==> src/rtl/mac_dot_product_seq.sv <==
// Sequential dot-product engine: result = sum(a[i]*b[i]) using one iterative shift-add multiplier.
// Latency: done pulses N_PAIRS*(WIDTH+1)+1 cycles after start is accepted, counting the cycle after the accepting edge as the first.
// Backpressure: none queued; start and operand writes are accepted only in IDLE, otherwise dropped.
module mac_dot_product_seq #(
   parameter int WIDTH   = 8,
   parameter int N_PAIRS = 2,
   parameter int OUT_W   = 16,
   localparam int IDX_W  = (N_PAIRS > 1) ? $clog2(N_PAIRS) : 1
) (
   input  logic             clk,
   input  logic             reset,
   input  logic             wr_en,
   input  logic [IDX_W-1:0] wr_idx,
   input  logic             wr_sel_b,
   input  logic [WIDTH-1:0] wr_data,
   input  logic             start,
   output logic             busy,
   output logic             done,
   output logic [OUT_W-1:0] result,
   output logic             overflow
);

   // Accumulator is wide enough that summing N_PAIRS full products never wraps.
   localparam int ACC_W = 2*WIDTH + $clog2(N_PAIRS) + 1;
   // Extended sum is at least one bit wider than the result so the overflow slice is never empty.
   localparam int EXT_W = (ACC_W > OUT_W) ? ACC_W : OUT_W + 1;
   localparam int CNT_W = $clog2(WIDTH + 1);
   localparam int PW    = 2*WIDTH;

   typedef enum logic [1:0] {
      S_IDLE,
      S_MUL,
      S_ACC,
      S_DONE
   } state_t;

   state_t           state_q;
   state_t           state_d;

   logic [WIDTH-1:0] a_reg [N_PAIRS];
   logic [WIDTH-1:0] b_reg [N_PAIRS];

   logic [PW-1:0]    mcand;
   logic [PW-1:0]    prod;
   logic [WIDTH-1:0] mplier;
   logic [CNT_W-1:0] bit_cnt;
   logic [IDX_W-1:0] pair;
   logic [IDX_W-1:0] pair_nxt;
   logic [ACC_W-1:0] acc;
   logic [ACC_W-1:0] acc_sum;
   logic [EXT_W-1:0] sum_ext;

   logic             start_ok;
   logic             wr_ok;
   logic             idx_ok;
   logic             mul_last;
   logic             pair_last;

   assign mul_last  = (bit_cnt == CNT_W'(WIDTH - 1));
   assign pair_last = (pair == IDX_W'(N_PAIRS - 1));
   assign pair_nxt  = pair + IDX_W'(1);
   assign acc_sum   = acc + ACC_W'(prod);
   assign sum_ext   = EXT_W'(acc_sum);

   // Index compare is done one bit wider so non-power-of-two pair counts reject the unused codes.
   assign idx_ok = ((IDX_W+1)'(wr_idx) < (IDX_W+1)'(N_PAIRS));
   // A start in the same idle cycle takes priority and swallows the write.
   assign wr_ok  = (state_q == S_IDLE) && wr_en && !start && idx_ok;

   // State register; reset aborts any computation in flight.
   always_ff @(posedge clk) begin
      if (reset) begin
         state_q <= S_IDLE;
      end else begin
         state_q <= state_d;
      end
   end

   // Next-state decode and handshake outputs.
   always_comb begin
      state_d  = state_q;
      start_ok = 1'b0;
      busy     = 1'b0;
      done     = 1'b0;
      case (state_q)
         S_IDLE: begin
            if (start) begin
               start_ok = 1'b1;
               state_d  = S_MUL;
            end
         end
         S_MUL: begin
            busy = 1'b1;
            if (mul_last) begin
               state_d = S_ACC;
            end
         end
         S_ACC: begin
            busy    = 1'b1;
            state_d = pair_last ? S_DONE : S_MUL;
         end
         S_DONE: begin
            done    = 1'b1;
            state_d = S_IDLE;
         end
         default: begin
            state_d = S_IDLE;
         end
      endcase
   end

   // Operand store, written only while idle.
   always_ff @(posedge clk) begin
      if (reset) begin
         for (int i = 0; i < N_PAIRS; i++) begin
            a_reg[i] <= '0;
            b_reg[i] <= '0;
         end
      end else if (wr_ok) begin
         if (wr_sel_b) begin
            b_reg[wr_idx] <= wr_data;
         end else begin
            a_reg[wr_idx] <= wr_data;
         end
      end
   end

   // Shift-add multiplier and accumulator datapath.
   always_ff @(posedge clk) begin
      if (reset) begin
         mcand   <= '0;
         mplier  <= '0;
         prod    <= '0;
         bit_cnt <= '0;
         pair    <= '0;
         acc     <= '0;
      end else begin
         case (state_q)
            S_IDLE: begin
               if (start_ok) begin
                  acc     <= '0;
                  pair    <= '0;
                  mcand   <= PW'(a_reg[0]);
                  mplier  <= b_reg[0];
                  prod    <= '0;
                  bit_cnt <= '0;
               end
            end
            S_MUL: begin
               if (mplier[0]) begin
                  prod <= prod + mcand;
               end
               mcand   <= mcand << 1;
               mplier  <= mplier >> 1;
               bit_cnt <= bit_cnt + CNT_W'(1);
            end
            S_ACC: begin
               acc <= acc_sum;
               if (!pair_last) begin
                  pair    <= pair_nxt;
                  mcand   <= PW'(a_reg[pair_nxt]);
                  mplier  <= b_reg[pair_nxt];
                  prod    <= '0;
                  bit_cnt <= '0;
               end
            end
            default: begin
            end
         endcase
      end
   end

   // Result and overflow are captured once, as the final sum lands, and held through the next run.
   always_ff @(posedge clk) begin
      if (reset) begin
         result   <= '0;
         overflow <= 1'b0;
      end else if ((state_q == S_ACC) && pair_last) begin
         result   <= sum_ext[OUT_W-1:0];
         overflow <= |sum_ext[EXT_W-1:OUT_W];
      end
   end

endmodule
==> config.mk <==
export PLATFORM = sky130hd
export DESIGN_NAME = mac_dot_product_seq
export DESIGN_NICKNAME = d
export VERILOG_FILES = /design/src/rtl/mac_dot_product_seq.sv
export SDC_FILE = /design/constraint.sdc
export NUM_CORES = 1
export LEC_CHECK = 0
export BUFFER_PORTS_ARGS = -buffer_cell sky130_fd_sc_hd__buf_2
export CORE_UTILIZATION = 45
export CTS_BUF_LIST = sky130_fd_sc_hd__clkbuf_8
export DETAILED_ROUTE_END_ITERATION = 10
export GPL_TIMING_DRIVEN = 0
export HOLD_SLACK_MARGIN = 0.12
export MAX_ROUTING_LAYER = met4
export SYNTH_ARGS = -nofsm -noshare
export SYNTH_HDL_FRONTEND = slang
export SYNTH_SLANG_ARGS = --single-unit
export TNS_END_PERCENT = 100
==> constraint.sdc <==
create_clock -name clk -period 2.6 [get_ports clk]
set_input_delay 0.78 -clock clk [delete_from_list [all_inputs] [get_ports clk]]
set_output_delay 0.78 -clock clk [all_outputs]
set_load 0.03 [all_outputs]
======== After elaboration in Yosys (flattened, before gate mapping) ========
Memories as Yosys holds them, arrays and structs flattened.
Cells that the tools add are included.
cells by class
  add/subtract/negate cells ............... 4
  equality and inequality tests ........... 9
  multiplexer cells ....................... 42
  reduce and logical (&&, ||, !) cells .... 15
operator list
  operator               number
  $pmux W16 S3           2
  $mux W16               5
  $pmux W18 S2           1
  $mux W8                4
  $pmux W8 S3            1
  $mux W1                20
  $add A18 B16 Y18       1
  $mux W18               1
  $add A16 B16 Y16       1
  $reduce_or A8 Y1       2
  $pmux W4 S3            1
  $ne A2 B2 Y1 const B   5
  $mux W4                2
  $pmux W2 S4            1
  $mux W2                3
  $add A4 B1 Y4 const B  1
  $eq A2 B2 Y1 const B   2
  $eq A4 B3 Y1 const B   1
  $reduce_and A2 Y1      2
  $reduce_and A4 Y1      1
  $reduce_or A2 Y1       2
  $logic_and A1 B1 Y1    3
  $reduce_and A3 Y1      1
  $reduce_bool A3 Y1     1
  6 further kinds        6
word-level totals
  bits in registers ....................... 82
  RAM bits ................................ 32
  input port bits ......................... 14
  output and inout port bits .............. 19
  logic and storage cells ................. 81
  memories kept ........................... 2
memory list
  name   words  width  rd ports  clocked after memory_dff  wr ports  line  source
  a_reg  2      8      2         0                         2         40    logic [WIDTH-1:0] a_reg [N_PAIRS];
  b_reg  2      8      2         0                         2         41    logic [WIDTH-1:0] b_reg [N_PAIRS];

======== Longest topological paths before layout ========
Gate-level depths: netlist of the first run.
  depth in word-level cells ............... 8
  mapped depth ............................ 12
  mapped depth without buffers ............ 10

======== Least setup slack after synthesis of the first run ========
OpenSTA, ideal clock, no wires.
  kind .................................... input port to flip-flop
  from .................................... in start
  to ...................................... mem b_reg[0][0] (enable)
  setup time .............................. 384 ps
  data arrival time ....................... 2,051 ps
  data required time ...................... 2,216 ps
  slack ................................... 165 ps
  cell stages on the path ................. 4
  buffers on the path ..................... 0
  path through ............................ nor2b_1 > and3_1 > nand2_1 > o21ai_0
RTL lines
  item         line  source
  from (decl)  16    input logic start,
  to (decl)    41

======== Final worst setup path of the first run ========
  from .................................... reg prod[3]
  to ...................................... reg result[9]
on the way
  longest elaborated chain between the ends .. 1
RTL lines
  item                    line  source
  from (decl)             44    logic [PW-1:0] prod;
  from (signal assigned)  151   prod <= prod + mcand;
  $add A18 B16 Y18        62    assign acc_sum = acc + ACC_W'(prod);
  to (signal assigned)    179   result <= sum_ext[OUT_W-1:0];
  to (decl)               19    output logic [OUT_W-1:0] result,
No other way between the ends.
A chain may end at the register's enable or synchronous reset.

==> metrics.csv, run 1 <==
metric,value,unit
yosys_warnings,0,
met1_usage,27.9,%
synth_top_flop_cell,dfxtp_1,
syn_inst,637,
yosysTopAreaCellShare,27.9,%
fin_crit_sh,95.9,%
synth_edf_count,32,
slowest_delay,0.35,ns
clk_latency,0.45,ns
synth_fa_ha_area_share,8.33,%
power_density,735,nW/um^2
synth_top_family_by_area,compound AO/OA/AOI/OAI gates,
drive_gt1_share,12.3,%
setup_viol,0,
top_register,acc,
dpl.hpwl,10800,um
status,finished clean,
synth_area_leaders,"dfxtp_1 (28%), edfxtp_1 (16%), ha_1 (7.6%)",
top_usage_layer,met2,
swShare,34.2,%
dp.cells,840,
finalClockSkew,0.0115,ns
synth_common_cells,"dfxtp_1 (82), nor2_1 (65), nand2_1 (56), a21oi_1 (55)",
worstHoldPathType,reg2reg,
grt_start_max_net_pins,17,
critPathRequiredTime,2.93,ns
grt-ovfl-total,0,
nets,741,
power.leakage,2.73,nW
start_util,46.5,%
postPlaceCellArea,6260,um^2
pwr-share-clk,32.3,%
ir_worst_vdd,446,uV
htreeDepth,4,
dr_total_vias,4913,
met3_usage,5.45,%
io_pins,33,
muxShareOfSynthArea,0.680,%
rsz0062_at_grt,false,
yosysSeqAreaShare,44.2,%
post-route-util,53.0,%
design_area,6720,um^2
fin_crit,2.49,ns
cts-root-buf,clkbuf_8,
pwr-share-comb,25.1,%
portBuffers,31,
viasPerCell,5.63,
grtUsageTotal,23.9,%
synth_xor_area_share,3.27,%
async_flop_share,0,%
tritoncts_num_sinks,114,
path_class,reg2reg,
rows,41,
synth_nets,689,
synth_compound_area_share,21.2,%
seqPwrFrac,42.5,%
final-instance-count-excl-fill,873,
cts_buffer_depth,2,
coreArea,12700,um^2
wl_per_cell,16.7,um
remaining_drc_errors,0,
antenna_found_initial,0,
antenna_cells,0,
total_power,4.94,mW
worst_pin_slew,0.826,ns
largest_register_ffs,18,
gp_congestion,0.847,
drtPass1Iterations,6,
slew_violations,0,
r2r_cells,9,
end_kind,flop,
die-area,13600,um^2
critPathLaunchType,flop,
path_clk_slew,0.07,ns
grt_pass1_vias,4720,
hold_depth,2,
path_cells,"ha_1, buf_2, a211o_1, a31o_1, a221oi_4, o21bai_1, a21oi_2, nor4_1, a311o_1",
grt_first_pass_wirelength,23600,um
synth_area_leader_cell,dfxtp_1,
met2_usage,38.9,%
synthToLayoutAreaGrowth,14.1,%
switching_power,1.69,mW
relSlewSlack,43.9,%
drv_cap,0,
internal_power,3.25,mW
avgSynthCellArea,9.25,um^2
yosysMostFrequentCell,dfxtp_1,
cts_buffers,17,
worstPathArrival,2.82,ns
slowest_stage,a221oi_4,
fp.dieW,116,um
syn_area,5890,um^2
timing.fmax,401,MHz
drtIter0Drc,400,
die_h,116,um
postRouteAntennaNets,0,
hold_viol_final,0,
synth-seq-cells,114,
postCtsHoldBufs,0,
cts_tree,built,
crit_fanout,7,
yosysUniqueCellTypes,62,
yosys.area_share.simple,19.5,%
wirelength,14600,um
==> area by class of cell <==
| type | count | area [um^2] |
|---|---|---|
| buffer | 31 | 130 |
| timing repair buffer | 34 | 178 |
| multi-input combinational | 479 | 3170 |
| clock inverter | 12 | 116 |
| tap | 172 | 215 |
| inverter | 12 | 45.0 |
| clock buffer | 19 | 262 |
| fill | 1211 | 5950 |
| sequential | 114 | 2610 |
==> path summary, 6_finish.rpt <==
path	endpoint	slack [ns]	startpoint
worst max-delay path	result[9]	0.11	prod[3]
worst min-delay path	result[12]	0.45	result[12]
worst max register to register	result[9]	0.11	prod[3]
worst min register to register	result[12]	0.45	result[12]
==> critical path, delay by kind of cell (launching register included) <==
kind	cells	cell delay, ns
fa+ha+maj	1	0.28
simple gates	1	0.07
flops	1	0.34
buf+inv	1	0.16
compound gates	6	1.53
==> per-stage QoR <==
step | setup TNS [ns] | worst slack [ns] | hold WS [ns]
final | 0 | 0.107 | 0.450
after global routing | 0 | 0.000171 | 0.468
after global placement | -7.17 | -0.353 | 0.441
after detailed placement | -8.80 | -0.427 | 0.443
after CTS | 0 | 0.0135 | 0.452
after floorplan | 0 | 0.165 | 0.447
==> per-layer routing <==
layer	vias to the layer above	wire, um
met5	-	0
met4	0	365
met3	23	525
met2	104	7310
met1	2325	6350
li1	2461	-
==> cells by family after synthesis <==
logic type / count (synthesis)
mux: 4
compound gates: 184
fa+ha+maj: 38
flops: 114
simple gates: 231
buf+inv: 44
xor+xnor: 22
==> power by group through the flow <==
stage / combinational [mW] / sequential, mW / clock, mW
finish: 1.24 / 2.10 / 1.59
global route: 1.38 / 2.12 / 1.72
CTS: 1.22 / 2.10 / 1.63
detailed placement: 1.21 / 2.13 / 0
global placement: 1.19 / 2.13 / 0
floorplan: 0.874 / 2.10 / 0
==> cells in the final DEF, fill, tap and decap left out, types with 5 or more instances in the layout <==
cell type | Yosys | layout
dfxtp_1 | 82 | 78
nor2_1 | 65 | 65
nand2_1 | 56 | 56
a21oi_1 | 55 | 54
and2_1 | 36 | 36
ha_1 | 36 | 35
buf_2 | 3 | 33
edfxtp_1 | 32 | 32
clkbuf_1 | 26 | 25
nand3_1 | 20 | 20
a211oi_1 | 20 | 19
a22oi_1 | 19 | 19
clkbuf_8 | 0 | 19
o21ai_0 | 17 | 16
a222oi_1 | 14 | 14
inv_1 | 12 | 13
nor3_1 | 12 | 12
xor2_1 | 12 | 12
o21ai_1 | 9 | 10
xnor2_1 | 10 | 10
o21a_1 | 8 | 8
o21bai_1 | 7 | 7
a21o_1 | 7 | 7
a31oi_1 | 6 | 6
nor3b_1 | 6 | 5
clkinv_2 | 0 | 5
==> repair_timing <==
action                                  4_1_cts  5_1_grt
endpoints found under the setup margin       18       50
pin swaps                                     2        8
endpoints found under the hold margin         0        0
gates resized for setup                       5       13
setup buffers                                 1        2
Power figures use the tool's default switching activity.
==> run 2: changes to the inputs <==
ABC_CLOCK_PERIOD_IN_PS = 2600   (was unset)
CELL_PAD_IN_SITES_DETAIL_PLACEMENT = 0   (was unset)
CELL_PAD_IN_SITES_GLOBAL_PLACEMENT = 1   (was unset)
PLACE_DENSITY_LB_ADDON = 0.1   (was unset)
==> run 2 against run 1 <==
Global-route usage up 0.23 points. Routed wire length up 2.8%. Die area unchanged. Largest cell class unchanged. Highest routed layer unchanged. Critical path depth up 2. Power up 3.2%.
==> metrics.csv, run 2 (synthesis gave the netlist of run 1 again) <==
metric,value,unit
drtIter0Drc,322,
drtPass1Iterations,5,
grt_pass1_vias,4473,
wl_met2,7620,um
cts_tree,built,
layout.cells.most_common_list,"dfxtp_1 (79), nor2_1 (65), nand2_1 (56)",
cts-root-buf,clkbuf_8,
maxUsedRoutingLayer,met4,
preCtsSetupSlack,-0.438,ns
grt_first_pass_wirelength,23300,um
seqPwrFrac,41.4,%
rsz0062_at_grt,true,
die_h,116,um
hold_viol_final,0,
remaining_drc_errors,0,
path_cells,"ha_1, inv_1, fa_2, nor2b_2, o31a_1, buf_4, o21ba_1, o21a_1, o21a_1, or4_1, nand3_1",
rows,41,
worstPathArrival,2.98,ns
clk_latency,0.45,ns
end_kind,flop,
htreeDepth,4,
swShare,33.5,%
status,finished clean,
register_area,2610,um^2
dr_wl_met3,474,um
largest_register_ffs,18,
wl_per_cell,17.1,um
power_density,755,nW/um^2
critical_path_buf_inv_count,2,
fp.dieW,116,um
power.leakage,2.74,nW
setup_viol,0,
fill_cells,1217,
cpMostUsedCell,o21a_1,
slowest_delay,0.48,ns
slew_violations,0,
portBuffers,31,
grtUsageTotal,24.2,%
grt_start_max_net_pins,17,
relSlewSlack,43.7,%
internal_power,3.39,mW
cts_buffer_depth,2,
viasPerCell,5.55,
multi_input_comb_area,3160,um^2
fin_crit,2.59,ns
path_class,reg2reg,
pwr-share-comb,24.7,%
timing.fmax,386,MHz
start_util,46.5,%
ir_worst_vdd,450,uV
post-route-util,53.3,%
dpl.hpwl,11200,um
crit_family,compound AO/OA/AOI/OAI gates,
final_common_cell,dfxtp_1,
crit_fanout,4,
synthToLayoutAreaGrowth,14.6,%
worstHoldPathType,reg2reg,
tritoncts_num_sinks,114,
gp_congestion,0.870,
drive_gt1_share,12.7,%
postRouteAntennaNets,0,
top_register,acc,
wirelength,15000,um
worst_pin_slew,0.828,ns
pwr-share-clk,34.0,%
antenna_cells,0,
slowest_stage,or4_1,
critPathLaunchType,flop,
drt-met1-wl,6700,um
drv_cap,0,
final.setup.worst_slack,0.0122,ns
grt-ovfl-total,0,
io_pins,33,
die-area,13600,um^2
cts_buffers,17,
nets,743,
fin_crit_sh,99.5,%
path_clk_slew,0.07,ns
critPathRequiredTime,2.99,ns
antenna_found_initial,0,
switching_power,1.71,mW
finalClockSkew,0.00796,ns
dr_total_vias,4854,
coreArea,12700,um^2
design_area,6750,um^2
postPlaceCellArea,6260,um^2
## run 2: cell types whose count changed in the layout (fill, tap and decap cells not counted), sizes merged
| cell | change |
|---|---|
| clkbuf | -2 |
| clkinv | +1 |
| bufinv | +2 |
| buf | +2 |
| clkinvlp | -1 |
## run 2: final timing paths
kind                    from         end  slack (ns)  cells past startpoint
setup / recovery     prod[0]  result[10]        0.01                     11
hold / removal    result[14]  result[14]        0.45                      2
setup reg to reg     prod[0]  result[10]        0.01                     11
hold reg to reg   result[14]  result[14]        0.45                      2
## run 2: power by group through the flow
stage	Clock (mW)	Combinational [mW]	Sequential (mW)
2_1_floorplan	0	0.874	2.10
3_3_place_gp	0	1.21	2.14
3_5_place_dp	0	1.23	2.14
4_1_cts	1.76	1.25	2.10
5_1_grt	1.84	1.39	2.12
6_report	1.73	1.26	2.11
## run 2: tightest hold or removal path: stages, from the launching register on
cell and delay (ns):
dfxtp_1 0.31, nand2_1 0.05, a21oi_1 0.05
## run 2: through the flow
stage / hold WS (ns) / total power, mW / instances / setup TNS [ns]
2_1_floorplan: 0.447 / 2.97 / 637 / 0
3_3_place_gp: 0.440 / 3.34 / 840 / -7.57
3_5_place_dp: 0.443 / 3.37 / 840 / -9.86
4_1_cts: 0.452 / 5.12 / 871 / 0
5_1_grt: 0.479 / 5.35 / 875 / -0.0835
6_report: 0.450 / 5.09 / 875 / 0
## run 2: layer usage
layer  vias up  global-route usage (%)
li1       2458                       -
met1      2299                    28.5
met2        81                    40.9
met3        16                    5.76
met4         0                    6.84
met5         -                       -
## run 2: timing repair
action,in CTS,in global routing
hold buffers,0,0
endpoints found under the setup margin,24,37
setup buffers,1,4
pin swaps,1,8
resized for setup,6,13
## run 2: layout make-up
class / instances / share of cell area, %
Inverter: 12 / 0.667
Multi-Input combinational cell: 479 / 46.8
Buffer: 31 / 1.87
Clock buffer: 17 / 3.47
Timing Repair Buffer: 36 / 2.86
Clock inverter: 14 / 2.54
Tap cell: 172 / 3.19
Sequential cell: 114 / 38.6
